--- src/rtl/mem_access_stage.sv ---
// mem_access_stage
//   Registered MEM stage between EX and WB. Loads and stores go out on a
//   req/ack data-memory bus. Non-memory ops reach WB one cycle later.
//   Misaligned accesses are dropped with a misalign_o pulse.
//   A bus that never acks is abandoned after TIMEOUT cycles, with a bus_err_o pulse.
//
//   Ports
//     clk, rst         clock, synchronous active-high reset
//     valid_i ..       EX-side instruction: aluop_i, funct3_i, rd_we_i,
//     st_data_i        rd_addr_i, rd_data_i (ALU result / address), st_data_i
//     mem_*            data-memory bus: req/we/addr/wdata/be out, ack/rdata in
//     stall_o          combinational hold request to the upstream stage
//     rd_we/addr/data  registered writeback to WB
//     misalign_o       one-cycle pulse, misaligned access dropped
//     bus_err_o        one-cycle pulse, bus timeout
module mem_access_stage #(
  parameter int XLEN    = 32,
  parameter int REG_AW  = 5,
  parameter int TIMEOUT = 255,
  parameter int TO_W    = 8
) (
  input  logic              clk,
  input  logic              rst,
  input  logic              valid_i,
  input  logic [6:0]        aluop_i,
  input  logic [2:0]        funct3_i,
  input  logic              rd_we_i,
  input  logic [REG_AW-1:0] rd_addr_i,
  input  logic [XLEN-1:0]   rd_data_i,
  input  logic [XLEN-1:0]   st_data_i,
  output logic              mem_req,
  output logic              mem_we,
  output logic [XLEN-1:0]   mem_addr,
  output logic [XLEN-1:0]   mem_wdata,
  output logic [3:0]        mem_be,
  input  logic              mem_ack,
  input  logic [XLEN-1:0]   mem_rdata,
  output logic              stall_o,
  output logic              rd_we,
  output logic [REG_AW-1:0] rd_addr,
  output logic [XLEN-1:0]   rd_data,
  output logic              misalign_o,
  output logic              bus_err_o
);

  localparam logic [6:0]      OP_LOAD  = 7'b0000011;
  localparam logic [6:0]      OP_STORE = 7'b0100011;
  localparam logic [TO_W-1:0] TO_LAST  = TO_W'(TIMEOUT - 1);
  localparam logic [TO_W-1:0] TO_ONE   = TO_W'(1);

  typedef enum logic [0:0] {ST_IDLE = 1'b0, ST_BUSY = 1'b1} state_t;

  // funct3[1:0] gives the access size: 00 byte, 01 half, anything else word.
  function automatic logic is_misaligned(input logic [2:0] f3, input logic [1:0] lo);
    case (f3[1:0])
      2'b00:   is_misaligned = 1'b0;
      2'b01:   is_misaligned = lo[0];
      default: is_misaligned = (lo != 2'b00);
    endcase
  endfunction

  function automatic logic [3:0] byte_en(input logic [2:0] f3, input logic [1:0] lo);
    case (f3[1:0])
      2'b00:   byte_en = 4'b0001 << lo;
      2'b01:   byte_en = 4'b0011 << {lo[1], 1'b0};
      default: byte_en = 4'b1111;
    endcase
  endfunction

  // Replicate the store datum into every lane so the byte enables select it.
  function automatic logic [XLEN-1:0] lane_wdata(input logic [2:0] f3, input logic [XLEN-1:0] d);
    case (f3[1:0])
      2'b00:   lane_wdata = {4{d[7:0]}};
      2'b01:   lane_wdata = {2{d[15:0]}};
      default: lane_wdata = d;
    endcase
  endfunction

  function automatic logic [XLEN-1:0] fmt_load(input logic [2:0] f3, input logic [1:0] lo,
                                               input logic [XLEN-1:0] w);
    logic [7:0]  b;
    logic [15:0] h;
    case (lo)
      2'b00:   b = w[7:0];
      2'b01:   b = w[15:8];
      2'b10:   b = w[23:16];
      2'b11:   b = w[31:24];
      default: b = 8'h00;
    endcase
    h = lo[1] ? w[31:16] : w[15:0];
    case (f3)
      3'b000:  fmt_load = {{24{b[7]}}, b};
      3'b001:  fmt_load = {{16{h[15]}}, h};
      3'b100:  fmt_load = {24'h000000, b};
      3'b101:  fmt_load = {16'h0000, h};
      default: fmt_load = w;
    endcase
  endfunction

  state_t            state_r, state_s;
  logic [TO_W-1:0]   cnt_r, cnt_s;
  logic              is_load_r, is_load_s;
  logic [2:0]        funct3_r, funct3_s;
  logic [1:0]        lo_r, lo_s;
  logic              wb_we_r, wb_we_s;
  logic [REG_AW-1:0] wb_addr_r, wb_addr_s;
  logic              mem_req_s, mem_we_s;
  logic [XLEN-1:0]   mem_addr_s, mem_wdata_s;
  logic [3:0]        mem_be_s;
  logic              rd_we_s;
  logic [REG_AW-1:0] rd_addr_s;
  logic [XLEN-1:0]   rd_data_s;
  logic              misalign_s, bus_err_s;
  logic              op_load_s, op_store_s;

  assign op_load_s  = (aluop_i == OP_LOAD);
  assign op_store_s = (aluop_i == OP_STORE);

  // Next-state, next-output and stall decode for the IDLE/BUSY controller.
  always_comb begin
    state_s     = state_r;
    cnt_s       = cnt_r;
    is_load_s   = is_load_r;
    funct3_s    = funct3_r;
    lo_s        = lo_r;
    wb_we_s     = wb_we_r;
    wb_addr_s   = wb_addr_r;
    mem_req_s   = mem_req;
    mem_we_s    = mem_we;
    mem_addr_s  = mem_addr;
    mem_wdata_s = mem_wdata;
    mem_be_s    = mem_be;
    rd_we_s     = 1'b0;
    rd_addr_s   = rd_addr;
    rd_data_s   = rd_data;
    misalign_s  = 1'b0;
    bus_err_s   = 1'b0;
    stall_o     = 1'b0;
    case (state_r)
      ST_IDLE: begin
        if (valid_i && (op_load_s || op_store_s)) begin
          stall_o = 1'b1;
          if (is_misaligned(funct3_i, rd_data_i[1:0])) begin
            misalign_s = 1'b1;
          end else begin
            state_s     = ST_BUSY;
            cnt_s       = {TO_W{1'b0}};
            is_load_s   = op_load_s;
            funct3_s    = funct3_i;
            lo_s        = rd_data_i[1:0];
            wb_we_s     = rd_we_i;
            wb_addr_s   = rd_addr_i;
            mem_req_s   = 1'b1;
            mem_we_s    = op_store_s;
            mem_addr_s  = {rd_data_i[XLEN-1:2], 2'b00};
            mem_be_s    = byte_en(funct3_i, rd_data_i[1:0]);
            mem_wdata_s = op_store_s ? lane_wdata(funct3_i, st_data_i) : {XLEN{1'b0}};
          end
        end else if (valid_i) begin
          rd_we_s   = rd_we_i;
          rd_addr_s = rd_addr_i;
          rd_data_s = rd_data_i;
        end else begin
          rd_we_s = 1'b0;
        end
      end
      ST_BUSY: begin
        // The timeout cycle also releases upstream: that instruction is abandoned.
        stall_o = ~mem_ack & (cnt_r != TO_LAST);
        if (mem_ack || (cnt_r == TO_LAST)) begin
          state_s     = ST_IDLE;
          mem_req_s   = 1'b0;
          mem_we_s    = 1'b0;
          mem_addr_s  = {XLEN{1'b0}};
          mem_wdata_s = {XLEN{1'b0}};
          mem_be_s    = 4'b0000;
        end else begin
          cnt_s = cnt_r + TO_ONE;
        end
        if (mem_ack && is_load_r) begin
          rd_we_s   = wb_we_r;
          rd_addr_s = wb_addr_r;
          rd_data_s = fmt_load(funct3_r, lo_r, mem_rdata);
        end else if (!mem_ack && (cnt_r == TO_LAST)) begin
          bus_err_s = 1'b1;
        end else begin
          rd_we_s = 1'b0;
        end
      end
      default: begin
        state_s   = ST_IDLE;
        mem_req_s = 1'b0;
        mem_be_s  = 4'b0000;
      end
    endcase
  end

  // State and registered-output update, synchronous reset.
  always_ff @(posedge clk) begin
    if (rst) begin
      state_r    <= ST_IDLE;
      cnt_r      <= {TO_W{1'b0}};
      is_load_r  <= 1'b0;
      funct3_r   <= 3'b000;
      lo_r       <= 2'b00;
      wb_we_r    <= 1'b0;
      wb_addr_r  <= {REG_AW{1'b0}};
      mem_req    <= 1'b0;
      mem_we     <= 1'b0;
      mem_addr   <= {XLEN{1'b0}};
      mem_wdata  <= {XLEN{1'b0}};
      mem_be     <= 4'b0000;
      rd_we      <= 1'b0;
      rd_addr    <= {REG_AW{1'b0}};
      rd_data    <= {XLEN{1'b0}};
      misalign_o <= 1'b0;
      bus_err_o  <= 1'b0;
    end else begin
      state_r    <= state_s;
      cnt_r      <= cnt_s;
      is_load_r  <= is_load_s;
      funct3_r   <= funct3_s;
      lo_r       <= lo_s;
      wb_we_r    <= wb_we_s;
      wb_addr_r  <= wb_addr_s;
      mem_req    <= mem_req_s;
      mem_we     <= mem_we_s;
      mem_addr   <= mem_addr_s;
      mem_wdata  <= mem_wdata_s;
      mem_be     <= mem_be_s;
      rd_we      <= rd_we_s;
      rd_addr    <= rd_addr_s;
      rd_data    <= rd_data_s;
      misalign_o <= misalign_s;
      bus_err_o  <= bus_err_s;
    end
  end

endmodule

--- config.mk ---
export PLATFORM = sky130hd
export DESIGN_NAME = mem_access_stage
export DESIGN_NICKNAME = d
export VERILOG_FILES = /design/src/rtl/mem_access_stage.sv
export SDC_FILE = /design/constraint.sdc
export NUM_CORES = 1
export LEC_CHECK = 0
export CAP_MARGIN = 10
export CORE_MARGIN = 2
export CORE_UTILIZATION = 48
export DETAILED_ROUTE_END_ITERATION = 8
export GPL_ROUTABILITY_DRIVEN = 0
export HOLD_SLACK_MARGIN = 0.03
export PLACE_DENSITY = 0.87
export SYNTH_ARGS = -nofsm -noshare
export SYNTH_HDL_FRONTEND = slang
export SYNTH_SLANG_ARGS = --single-unit
--- constraint.sdc ---
create_clock -name clk -period 5.4 [get_ports clk]
set_input_delay 1.62 -clock clk [delete_from_list [all_inputs] [get_ports clk]]
set_output_delay 1.62 -clock clk [all_outputs]
set_load 0.03 [all_outputs]
==> results of run 1 <==
worst max-delay path: cells and delay by family:
family	cells	cell delay, ns
buf+inv	2	1.21
simple gates	2	0.40
compound gates	2	0.25
synthesized netlist by cell type (2+ instances only):
master / n / area (um^2)
dfxtp_1: 129 / 2580
nand2_1: 128 / 480
nand3_1: 86 / 430
a21oi_1: 82 / 410
o21ai_0: 43 / 215
nor2_1: 42 / 158
clkbuf_1: 38 / 143
mux2i_1: 32 / 320
a311oi_1: 24 / 210
a211oi_1: 21 / 158
buf_2: 20 / 100
nand2b_1: 13 / 81.3
nor3_1: 11 / 55.1
a211o_1: 8 / 70.1
a22oi_1: 8 / 60.1
a22o_1: 7 / 61.3
a31oi_1: 7 / 43.8
buf_1: 6 / 22.5
nor2b_1: 5 / 31.3
o31ai_1: 5 / 37.5
or3_1: 5 / 31.3
inv_1: 4 / 15.0
nand4_1: 4 / 25.0
o21a_1: 4 / 30.0
buf_4: 3 / 22.5
or4_1: 3 / 22.5
ha_1: 2 / 25.0
o22ai_1: 2 / 12.5
how the worst min path moves through the flow:
stage / startpoint / slack (ns) / cells past startpoint / to
detailed placement: mem_wdata[22] / 0.44 / 2 / mem_wdata[22]
CTS: wb_addr_r[0] / 0.45 / 2 / wb_addr_r[0]
global placement: mem_be[0] / 0.43 / 2 / mem_be[0]
floorplan: wb_addr_r[0] / 0.43 / 2 / wb_addr_r[0]
global route: wb_addr_r[0] / 0.46 / 2 / wb_addr_r[0]
finish: mem_wdata[22] / 0.45 / 2 / mem_wdata[22]
cell families (layout without fill, tap and decap cells):
family	Yosys count	after routing	share of synthesized area
buf+inv	72	270	0.0520
simple gates	304	304	0.232
flops	129	129	0.427
compound gates	220	220	0.230
other cells	1	2	0.000620
fa+ha+maj	2	2	0.00414
mux	32	32	0.0530
xor+xnor	1	1	0.00145
metrics by stage:
step / total power [W] / cells / hold slack (ns) / setup slack [ns]
after global routing: 0.00243 / 1128 / 0.464 / 0.142
after global placement: 0.00128 / 1098 / 0.434 / 0.343
after CTS: 0.00237 / 1128 / 0.452 / 0.306
after floorplan: 0.00113 / 762 / 0.432 / 1.16
final: 0.00236 / 1128 / 0.450 / 0.297
after detailed placement: 0.00129 / 1098 / 0.441 / 0.311
state kept, by name (all words and copies together) (netlist names), 3 cells and up:
signal	cells
mem_wdata	32
rd_data	32
mem_addr	30
cnt_r	8
rd_addr	5
wb_addr_r	5
mem_be	4
funct3_r	3
power groups by stage:
stage	clock (W)	combinational, W	sequential (W)
2_1_floorplan	0	0.0000946	0.00104
3_3_place_gp	0	0.000283	0.00100
3_5_place_dp	0	0.000286	0.00100
4_1_cts	0.00110	0.000287	0.000981
5_1_grt	0.00114	0.000308	0.000983
6_report	0.00109	0.000289	0.000982
cell type report:
type                    count  area [um^2]  area share
clock buffers              25          505      0.0570
clock inverters             5         52.6     0.00593
inverters                   4         15.0     0.00169
multi-input cells         561         3170       0.357
flip-flops and latches    129         2580       0.292
well taps                 168          210      0.0237
repair buffers            236         2330       0.263
metal layers:
layer / track usage / share of wire / up-vias
met5: 0 / 0 / -
met4: 0.141 / 0.039 / 0
met3: 0.0695 / 0.073 / 54
met2: 0.456 / 0.47 / 288
met1: 0.358 / 0.41 / 3024
li1: - / - / 3113
==> flow_summary.ini, run 1 <==
[outcome]
status = complete, no violations

[worst_setup_path]
crit_start = aluop_i[1]
endpoint = stall_o
crit_fanout = 3
cp.required_ns = 3.78
critPathSlowestCell = clkdlybuf4s50_1
r2r_slack_ns = 3.05
crit_chain = clkdlybuf4s50_1 > nand4bb_4 > nor3_1 > a21oi_1 > a21oi_1 > clkdlybuf4s50_1
cp-start-kind = primary input
timing.rr.end = rd_data[10]
r2r-start = lo_r[1]
crit_path_end_kind = primary output
r2r_cells = 5
cp_slowest_stage_delay_ns = 0.70
crit_arrival_ns = 3.48
critPathKind = primary input to primary output

[die]
core_um2 = 12200
start_util = 0.497
ios = 227
die_w_um = 116
rows = 40
die_h_um = 116
dieArea_um2 = 13500

[sta]
period_share = 0.945
worstMarginPinSlew_ns = 1.05
finalHoldViolations = 0
timing.slew.headroom = 0.298
tns_ns = 0
period_needed_ns = 5.10
slew_violations = 0
rsz0062_at_grt = no
setup_viol = 0
timing.fmax_mhz = 196
skew_ns = 0.00680

[flow_run]
max_cap_violations = 0

[cts]
holdBufCountCts = 0
root_buffer = clkbuf_16
clk_latency_ns = 0.41
cts_setup_buffers = 0
cts_made_buffers = 17
clkTransAtPathRegs_ns = 0.06
cts.sinks = 129
cts_buffer_depth = 2
cts_tree = yes
cts.htree.levels = 4
cts_resized = 0

[route]
vias = 6479
drt-pass1-iter-count = 5
drt_iter0_drc = 565
viasPerCell = 5.74
wirelength_um = 19400
post_drt_wl_per_cell_um = 17.2
ant_nets = 0
drcViolationCount = 0

[power]
power.density_nw_per_um2 = 267
p_comb_frac = 0.122
ir_worst_vdd_mv = 0.294
p_leak_nw = 2.99
internal_power_w = 0.00180
p_clk_frac = 0.462
p_switching_w = 0.000563
power_switching_share = 0.238
seqPwrFrac = 0.415

[final_layout]
final_layout_size_suffix_gt1_frac = 0.0521
finalInstanceArea_um2 = 8860
final_common_cell = clkdlybuf4s50_1
fillers = 953
final_cell_mix = clkdlybuf4s50_1 (223), dfxtp_1 (128), nand2_1 (126), nand3_1 (86), a21oi_1 (82)
final_nets = 1067
syn_to_final_growth_pct = 46.6
final_util = 0.729
diodes = 0

[yosys]
syn-cell-area_um2 = 6040
yosysWarnings = 0
avgSynthCellArea_um2 = 7.94
synth_flop_cell = dfxtp_1
async_reset_ff_frac = 0
synth_cells = 761
synth_edf_count = 0
ys_types = 47
ys_seq_elements = 129
ys_seq_area_frac = 0.427

[worst_hold_path]
hp-class = flip-flop to flip-flop

[global_route]
grt_pass1_wl_um = 30100
grt_max_degree = 65
antenna_found_initial = 0
grt.total_usage = 0.284
first_global_vias = 5921
grt_overflow = 0

[placed_design]
io_buffers = 224
postPlaceCellArea_um2 = 8300
dp_hpwl_um = 13500
Power figures use the tool's default switching activity.
==> run 2: changes to the inputs <==
--- a/config.mk
+++ b/config.mk
@@ -6,12 +6,12 @@
 export NUM_CORES = 1
 export LEC_CHECK = 0
 export CAP_MARGIN = 10
-export CORE_MARGIN = 2
 export CORE_UTILIZATION = 48
 export DETAILED_ROUTE_END_ITERATION = 8
 export GPL_ROUTABILITY_DRIVEN = 0
 export HOLD_SLACK_MARGIN = 0.03
 export PLACE_DENSITY = 0.87
+export REMOVE_ABC_BUFFERS = 1
 export SYNTH_ARGS = -nofsm -noshare
 export SYNTH_HDL_FRONTEND = slang
 export SYNTH_SLANG_ARGS = --single-unit
==> run 2 against run 1 <==
Against the previous run: first-iteration DRC count grew 11%; combinational power is essentially flat; critical endpoint unchanged; register-to-register slack lost 0.15 ns; largest power group unchanged; cell count is essentially flat; worst hold slack lost 0.0016 ns; via count is essentially flat; non-clock buffer count grew 1; critical path depth is the same; flip-flop and latch count is the same; cell area shrank 0.23%; routed wire length grew 0.85%.
==> flow_summary.ini, run 2 (synthesis gave the netlist of run 1 again) <==
[outcome]
status = complete, no violations

[power]
p_switching_w = 0.000561
ir_worst_vdd_mv = 0.174
power.density_nw_per_um2 = 260
p_clk_frac = 0.447
p_comb_frac = 0.126
power_switching_share = 0.244
p_leak_nw = 2.98
seqPwrFrac = 0.427
internal_power_w = 0.00174

[final_layout]
final_layout_size_suffix_gt1_frac = 0.0541
finalInstanceArea_um2 = 8840
top_regs = mem_wdata: 32 flops, rd_data: 32 flops, mem_addr: 30 flops
final_cell_mix = clkdlybuf4s50_1 (223), dfxtp_1 (128), nand2_1 (126), nand3_1 (86), a21oi_1 (82)
syn_to_final_growth_pct = 46.3
final_common_cell = clkdlybuf4s50_1
final_nets = 1068
diodes = 0

[die]
rows = 40
die_h_um = 114
dieArea_um2 = 13000
die_w_um = 114
start_util = 0.497
ios = 227
core_um2 = 12200

[cts]
holdBufCountCts = 0
cts.htree.levels = 4
cts.sinks = 129
clk_latency_ns = 0.43
clkTransAtPathRegs_ns = 0.05
root_buffer = clkbuf_16
cts_resized = 0
cts_tree = yes
cts_made_buffers = 17
cts_buffer_depth = 2
cts_setup_buffers = 0

[route]
vias = 6485
post_drt_wl_per_cell_um = 17.3
drt_iter0_drc = 626
ant_nets = 0
drt-pass1-iter-count = 7
wirelength_um = 19600
viasPerCell = 5.74
drcViolationCount = 0

[global_route]
first_global_vias = 5999
grt.total_usage = 0.297
grt_pass1_wl_um = 30100
grt_overflow = 0
antenna_found_initial = 0
grt_max_degree = 58

[worst_setup_path]
crit_fanout = 3
cp_slowest_stage_delay_ns = 0.69
cp-start-kind = primary input
critPathKind = primary input to primary output
crit_chain = clkdlybuf4s50_1 > nand4bb_4 > nor3_1 > a21oi_1 > a21oi_1 > clkdlybuf4s50_1
critPathSlowestCell = clkdlybuf4s50_1
crit_path_end_kind = primary output
cp.required_ns = 3.78
crit_arrival_ns = 3.63

[sta]
period_share = 0.971
finalHoldViolations = 0
timing.fmax_mhz = 191
worstMarginPinSlew_ns = 1.14
tns_ns = 0
setup_ws_ns = 0.154
timing.slew.headroom = 0.237
period_needed_ns = 5.25
skew_ns = 0.0104
slew_violations = 0
setup_viol = 0
rsz0062_at_grt = no

[worst_hold_path]
hp-class = flip-flop to flip-flop

[placed_design]
io_buffers = 224
postPlaceCellArea_um2 = 8320
dp_hpwl_um = 13300
dp_slack_ns = 0.232

[flow_run]
max_cap_violations = 0
==> run 2: power groups by stage <==
stage	clock, W	combinational (W)	sequential (W)
5_1_grt	0.00108	0.000308	0.000983
6_report	0.00103	0.000290	0.000982
3_3_place_gp	0	0.000284	0.00100
3_5_place_dp	0	0.000288	0.00100
2_1_floorplan	0	0.0000727	0.00104
4_1_cts	0.00103	0.000289	0.000982
==> run 2: metal layers <==
metal	part of all wire	wire length, um	track usage
met4	0.013	254	0.106
met2	0.49	9580	0.507
met1	0.40	7800	0.347
met3	0.098	1930	0.100
met5	0	0	0
==> run 2: per-stage QoR <==
step / hold slack (ns) / power (W) / cells / util
after floorplan: 0.425 / 0.00111 / 694 / -
after global placement: 0.432 / 0.00128 / 1099 / 0.684
after detailed placement: 0.443 / 0.00129 / 1099 / 0.684
after CTS: 0.451 / 0.00230 / 1129 / 0.727
after global routing: 0.467 / 0.00237 / 1129 / 0.727
final: 0.449 / 0.00230 / 1129 / 0.727
==> run 2: final cells by class <==
class / instances / area (um^2)
clock inverters: 6 / 32.5
flip-flops and latches: 129 / 2580
repair buffers: 237 / 2340
inverters: 4 / 15.0
well taps: 168 / 210
fillers: 984 / 3320
multi-input cells: 561 / 3170
clock buffers: 24 / 492
==> run 2: final timing paths <==
kind,to,slack [ns],startpoint,cells past startpoint
min reg2reg,mem_be[2],0.45,mem_be[2],2
max,stall_o,0.15,aluop_i[1],6
max reg2reg,rd_data[14],2.90,lo_r[1],5
min,mem_be[2],0.45,mem_be[2],2
==> run 2: critical path, delay by kind of cell <==
kind	cells	cell delay [ns]
AOI/OAI and AO/OA	2	0.28
and+or+nand+nor	2	0.53
buffers and inverters	2	1.19
